[config.mk]
export PLATFORM = sky130hd
export DESIGN_NAME = fft_slot_scheduler
export DESIGN_NICKNAME = d
export VERILOG_FILES = /design/src/rtl/fft_slot_scheduler.sv
export SDC_FILE = /design/constraint.sdc
export NUM_CORES = 1
export LEC_CHECK = 0
export ABC_AREA = 1
export ABC_CLOCK_PERIOD_IN_PS = 2500
export CAP_MARGIN = 20
export CELL_PAD_IN_SITES_DETAIL_PLACEMENT = 0
export CELL_PAD_IN_SITES_GLOBAL_PLACEMENT = 2
export CORE_UTILIZATION = 35
export CTS_BUF_LIST = sky130_fd_sc_hd__clkbuf_8
export CTS_CLUSTER_DIAMETER = 150
export CTS_CLUSTER_SIZE = 25
export DETAILED_ROUTE_END_ITERATION = 8
export PLACE_DENSITY_LB_ADDON = 0.15
export SYNTH_ARGS = -nofsm -noshare
export SYNTH_HDL_FRONTEND = slang
export SYNTH_SLANG_ARGS = --single-unit
[constraint.sdc]
create_clock -name clk -period 2.5 [get_ports clk]
set_input_delay 0.5 -clock clk [delete_from_list [all_inputs] [get_ports clk]]
set_output_delay 0.5 -clock clk [all_outputs]
set_load 0.02 [all_outputs]
[src/rtl/fft_slot_scheduler.sv]
// Ping-pong slot scheduler for the FFT load/compute/readout ports.
// Per-port grant FSMs with watchdogs, frame counter and sticky error.
module fft_slot_scheduler #(
  parameter int TIMEOUT = 1023,
  parameter int CNTW    = 10,
  parameter int FRAMEW  = 8
) (
  input  logic              clk,
  input  logic              rst,
  input  logic              ld_req,
  input  logic              cmp_req,
  input  logic              out_req,
  input  logic              ld_done,
  input  logic              cmp_done,
  input  logic              out_done,
  input  logic              err_clr,
  output logic              ld_gnt,
  output logic              cmp_gnt,
  output logic              out_gnt,
  output logic              ld_slot,
  output logic              cmp_slot,
  output logic              out_slot,
  output logic [3:0]        slot_state,
  output logic [FRAMEW-1:0] frames_done,
  output logic              err
);

  typedef enum logic {IDLE = 1'b0, GRANT = 1'b1} st_t;

  localparam logic [CNTW-1:0] WD_LAST = CNTW'(TIMEOUT - 1);

  st_t               r_st [3];
  st_t               w_st_nxt [3];
  logic [2:0]        r_ptr;
  logic [2:0]        w_ptr_nxt;
  logic [CNTW-1:0]   r_wd [3];
  logic [CNTW-1:0]   w_wd_nxt [3];
  logic [1:0]        r_slot [2];
  logic [1:0]        w_slot_nxt [2];
  logic [FRAMEW-1:0] r_frames;
  logic [FRAMEW-1:0] w_frames_nxt;
  logic              r_err;
  logic              w_err_nxt;
  logic              r_run;
  logic [2:0]        w_req;
  logic [2:0]        w_done;
  logic [2:0]        w_acc;
  logic [2:0]        w_to;
  logic [2:0]        w_stray;
  logic [2:0]        w_start;
  logic [2:0]        w_adv;
  logic [1:0]        w_hits [2];
  logic              w_set;

  assign w_req  = {out_req, cmp_req, ld_req};
  assign w_done = {out_done, cmp_done, ld_done};

  // Port p accepts slot state p and advances it to (p+1) mod 3.
  always_comb begin
    w_slot_nxt = r_slot;
    w_hits[0]  = 2'd0;
    w_hits[1]  = 2'd0;
    w_acc      = '0;
    w_to       = '0;
    w_stray    = '0;
    w_start    = '0;
    w_adv      = '0;
    w_ptr_nxt  = r_ptr;
    for (int p = 0; p < 3; p++) begin
      w_acc[p]   = (r_st[p] == GRANT) && w_done[p];
      w_to[p]    = (r_st[p] == GRANT) && !w_done[p] &&
                   (r_wd[p] == WD_LAST);
      w_stray[p] = (r_st[p] == IDLE) && w_done[p];
      w_start[p] = r_run && (r_st[p] == IDLE) && w_req[p] &&
                   (r_slot[r_ptr[p]] == 2'(p));
      if (w_acc[p])
        w_hits[r_ptr[p]] = w_hits[r_ptr[p]] + 2'd1;
    end
    for (int p = 0; p < 3; p++) begin
      w_adv[p]    = w_acc[p] && (w_hits[r_ptr[p]] == 2'd1);
      w_st_nxt[p] = r_st[p];
      w_wd_nxt[p] = '0;
      unique case (r_st[p])
        IDLE: begin
          if (w_start[p])
            w_st_nxt[p] = GRANT;
        end
        GRANT: begin
          if (w_acc[p] || w_to[p] || !w_req[p])
            w_st_nxt[p] = IDLE;
          else
            w_wd_nxt[p] = r_wd[p] + CNTW'(1);
        end
      endcase
      if (w_adv[p]) begin
        w_ptr_nxt[p]           = ~r_ptr[p];
        w_slot_nxt[r_ptr[p]]   = 2'((p + 1) % 3);
      end
    end
    w_set        = (|w_to) || (|w_stray) || (|(w_acc & ~w_adv));
    w_err_nxt    = w_set || (r_err && !err_clr);
    w_frames_nxt = r_frames + FRAMEW'(w_adv[2]);
  end

  // r_run holds off grants for the first edge after reset release.
  always_ff @(posedge clk or posedge rst) begin
    if (rst) begin
      for (int p = 0; p < 3; p++) begin
        r_st[p] <= IDLE;
        r_wd[p] <= '0;
      end
      r_slot[0] <= 2'b00;
      r_slot[1] <= 2'b00;
      r_ptr     <= '0;
      r_frames  <= '0;
      r_err     <= 1'b0;
      r_run     <= 1'b0;
    end else begin
      for (int p = 0; p < 3; p++) begin
        r_st[p] <= w_st_nxt[p];
        r_wd[p] <= w_wd_nxt[p];
      end
      r_slot[0] <= w_slot_nxt[0];
      r_slot[1] <= w_slot_nxt[1];
      r_ptr     <= w_ptr_nxt;
      r_frames  <= w_frames_nxt;
      r_err     <= w_err_nxt;
      r_run     <= 1'b1;
    end
  end

  assign ld_gnt      = (r_st[0] == GRANT);
  assign cmp_gnt     = (r_st[1] == GRANT);
  assign out_gnt     = (r_st[2] == GRANT);
  assign ld_slot     = r_ptr[0];
  assign cmp_slot    = r_ptr[1];
  assign out_slot    = r_ptr[2];
  assign slot_state  = {r_slot[1], r_slot[0]};
  assign frames_done = r_frames;
  assign err         = r_err;

endmodule

==> impl_metrics.csv <==
group,metric,value,unit
worst_setup_path,cp.arrival,2.43,ns
worst_hold_path,hold_start,"r_wd[20]",
die,rows,30,
yosys,yosysWarnings,0,
worst_setup_path,r2r_cells,13,
grt,overflow,0,
finish,nFillCells,716,
finish,layout-drive-gt1-share,14.1,%
power,swShare,34.9,%
place,dp_cells,416,
yosys,netlist_instances,276,
detailed_routing,drt_iter0_markers,72,
worst_setup_path,startpoint_type,"input port",
power,power_leakage,0.00142,uW
clocking,ctsHtreeMaxLevel,2,
yosys,synthFlopType,"dfrtp_1",
worst_setup_path,reg2reg_from,"r_ptr[1]",
detailed_routing,drc,0,
power,ir_drop,0.000541,V
worst_setup_path,worstReg2RegEnd,"frames_done[7]",
clocking,cts_buffers,5,
finish,utilization,45.7,%
worst_setup_path,end_kind,"register",
clocking,clock_path_buffers,2,
place,port_buffers,27,
worst_setup_path,crit_required,2.69,ns
worst_setup_path,path_class,"input port to register",
clocking,clock_latency,0.30,ns
finish,final_common_cell,"dfrtp_1",
worst_setup_path,cp_max_fo,4,
power,p_switching,730,uW
worst_setup_path,path_cells,"clkdlybuf4s50_1 > nand2_1 > nor2_1 > or2_4 > nand2_4 > nand2_1 > a21oi_2 > ha_1 > nand3_1 > nor3_2 > nand3_1 > xnor2_1",
detailed_routing,drt-total-wl,5320,um
yosys,synth_enable_flop_cells,0,
finish,multiInputGateArea,1130,um2
power,comb_power_share,31.5,%
run,cap_violations,0,
worst_setup_path,ff2ff_setup_slack,0.35,ns
yosys,synthArstFlopShare,100,%
detailed_routing,ant_nets,0,
die,io_pins,28,
grt,antenna_found_initial,0,
detailed_routing,routed-wl-met2,2420,um
detailed_routing,vias,1941,
grt,track_usage,15.8,%
die,die_h,86.5,um
yosys,yosysUniqueCellTypes,31,
detailed_routing,vias_per_cell,4.59,
finish,final_cell_mix,"dfrtp_1, nor2_1, nand2_1, inv_1, nand3_1",
worst_setup_path,slowest_stage,"clkdlybuf4s50_1",
place,gp_congestion,0.818,
power,p_int,1360,uW
detailed_routing,wl_met1,2630,um
finish,layout.cells.non_filler,423,
sta,setup_viol,0,
grt,grt_pass1_vias,1985,
yosys,ys_ff_latch,50,
die,floorplan.initialDensity,36.6,%
sta,fin_crit_sh,89.5,%
yosys,seq_area_frac_synth,50.0,%
clocking,cts.clk_slew.worst_paths,0.09,ns
clocking,clockRootBuffer,"clkbuf_8",
yosys,syn-cell-area,2500,um2
finish,seq_area,1250,um2
finish,diodes,0,
finish,nets,344,
clocking,numClockSinks,50,
sta,worst_pin_slew,0.654,ns
sta,fmax,0.447,GHz
place,hpwl,4030,um
status,outcome,"finished clean",
die,chipWidth,86.5,um
clocking,post-cts-setup-buffers,0,
worst_hold_path,hp-class,"register to register",
sta,hold_viol,0,
finish,area_delta_synth_final,24.8,%
sta,maxSlewHeadroom,56.4,%
sta,min_period,2.24,ns
power,p_per_area,670,nW/um2
detailed_routing,wl_per_cell,12.6,um
die,coreArea,6830,um2
grt,grt_max_degree,51,
detailed_routing,dr.max_layer_used,"met4",
sta,rsz0062_at_grt,"no",
die,dieArea,7490,um2
worst_hold_path,min_path_cells,1,
detailed_routing,dr.pass1.iters,4,
grt,grt_pass1_wl,9160,um
power,power_frac_seq,47.1,%
sta,skew,0.00466,ns
power,clockPowerShare,21.4,%
yosys,synth.avg_cell_area,9.06,um2
worst_hold_path,hold_end,"r_wd[20]",
sta,drv_slew,0,
yosys,syn_nets,293,
clocking,cts_tree,"yes",
worst_setup_path,slowest_delay,0.44,ns
detailed_routing,wl_met3,184,um
-- area by class of cell --
type / count / share of cell area [%]
flip-flops and latches: 50 / 40.1
clock inverters: 2 / 0.361
repair buffers: 47 / 13.6
multi-input cells: 193 / 36.3
clock buffers: 5 / 2.20
well taps: 96 / 3.85
inverters: 30 / 3.61
-- cell families (layout without fill, tap and decap cells) --
| family | count (synthesis) | in the layout | share of synthesized area [%] |
|---|---|---|---|
| AOI/OAI and AO/OA | 27 | 27 | 6.50 |
| and+or+nand+nor | 132 | 132 | 25.5 |
| buffers and inverters | 33 | 84 | 5.10 |
| adders and majority gates | 8 | 8 | 4.00 |
| other | 1 | 1 | 0.150 |
| xor gates and xnor gates | 25 | 25 | 8.75 |
| DFF | 50 | 50 | 50.0 |
-- stage by stage --
step	hold WS, ns	TNS, ns	power, uW	cell area (um2)	setup slack [ns]
6_report	0.485	0	2090	3120	0.263
5_1_grt	0.510	0	2230	3120	0.0510
4_1_cts	0.491	0	2130	3110	0.0350
3_5_place_dp	0.479	-0.981	1660	3030	-0.278
3_3_place_gp	0.472	-0.730	1670	3030	-0.202
2_1_floorplan	0.455	0	1340	2500	0.320
-- repair_timing --
action                                 in CTS  in global routing
setup endpoints to repair                   0                  4
hold buffers                                0                  0
endpoints found under the hold margin       0                  0
resized for setup                           0                  4
-- critical path, delay by kind of cell --
| kind | cells | cell delay, ns |
|---|---|---|
| buffers and inverters | 1 | 0.44 |
| AO/OA/AOI/OAI | 1 | 0.13 |
| AND/OR/NAND/NOR | 8 | 1.04 |
| adder cells (fa/ha/maj) | 1 | 0.18 |
| XOR/XNOR | 1 | 0.13 |
-- synth_stat cells (2+ instances only) --
library cell,number,share of area [%]
a21oi_1,13,2.6
a21oi_2,3,1.1
a31oi_1,2,0.50
and3_1,2,0.50
buf_2,3,0.60
dfrtp_1,50,50
ha_1,8,4.0
inv_1,30,4.5
nand2_1,32,4.8
nand2_2,6,1.5
nand3_1,27,5.4
nand3_2,3,1.2
nand3b_1,2,0.60
nand4_1,4,1.0
nor2_1,40,6.0
nor3_1,7,1.4
nor4_1,2,0.50
o21ai_0,4,0.80
o31ai_1,3,0.90
xnor2_1,9,3.2
xor2_1,16,5.6
-- state kept, by name (all words and copies together), names as in the netlist --
| name | flops |
|---|---|
| cmp_gnt | 1 |
| err | 1 |
| frames_done | 8 |
| ld_gnt | 1 |
| out_gnt | 1 |
| r_ptr | 3 |
| r_run | 1 |
| r_wd | 30 |
| slot_state | 4 |
-- per-layer routing --
metal / vias to the layer above / GRT usage [%]
met3: 9 / 3.33
met2: 29 / 25.5
li1: 994 / -
met1: 909 / 21.3
met4: 0 / 5.30
met5: - / 0
-- how the worst max path moves through the flow --
stage	from	to	slack (ns)
2_1_floorplan	r_ptr[1]	frames_done[7]	0.32
3_3_place_gp	cmp_done	frames_done[7]	-0.20
3_5_place_dp	cmp_done	frames_done[7]	-0.28
4_1_cts	cmp_done	frames_done[7]	0.03
5_1_grt	out_done	frames_done[6]	0.05
6_report	out_done	frames_done[7]	0.26
-- power by group through the flow --
stage	registers (uW)	logic [uW]	clock network, uW
6_report	986	660	447
5_1_grt	999	726	504
4_1_cts	985	670	476
3_5_place_dp	1000	664	0
3_3_place_gp	1000	667	0
2_1_floorplan	1070	273	0
No activity file was read; power rests on OpenSTA's default activity.
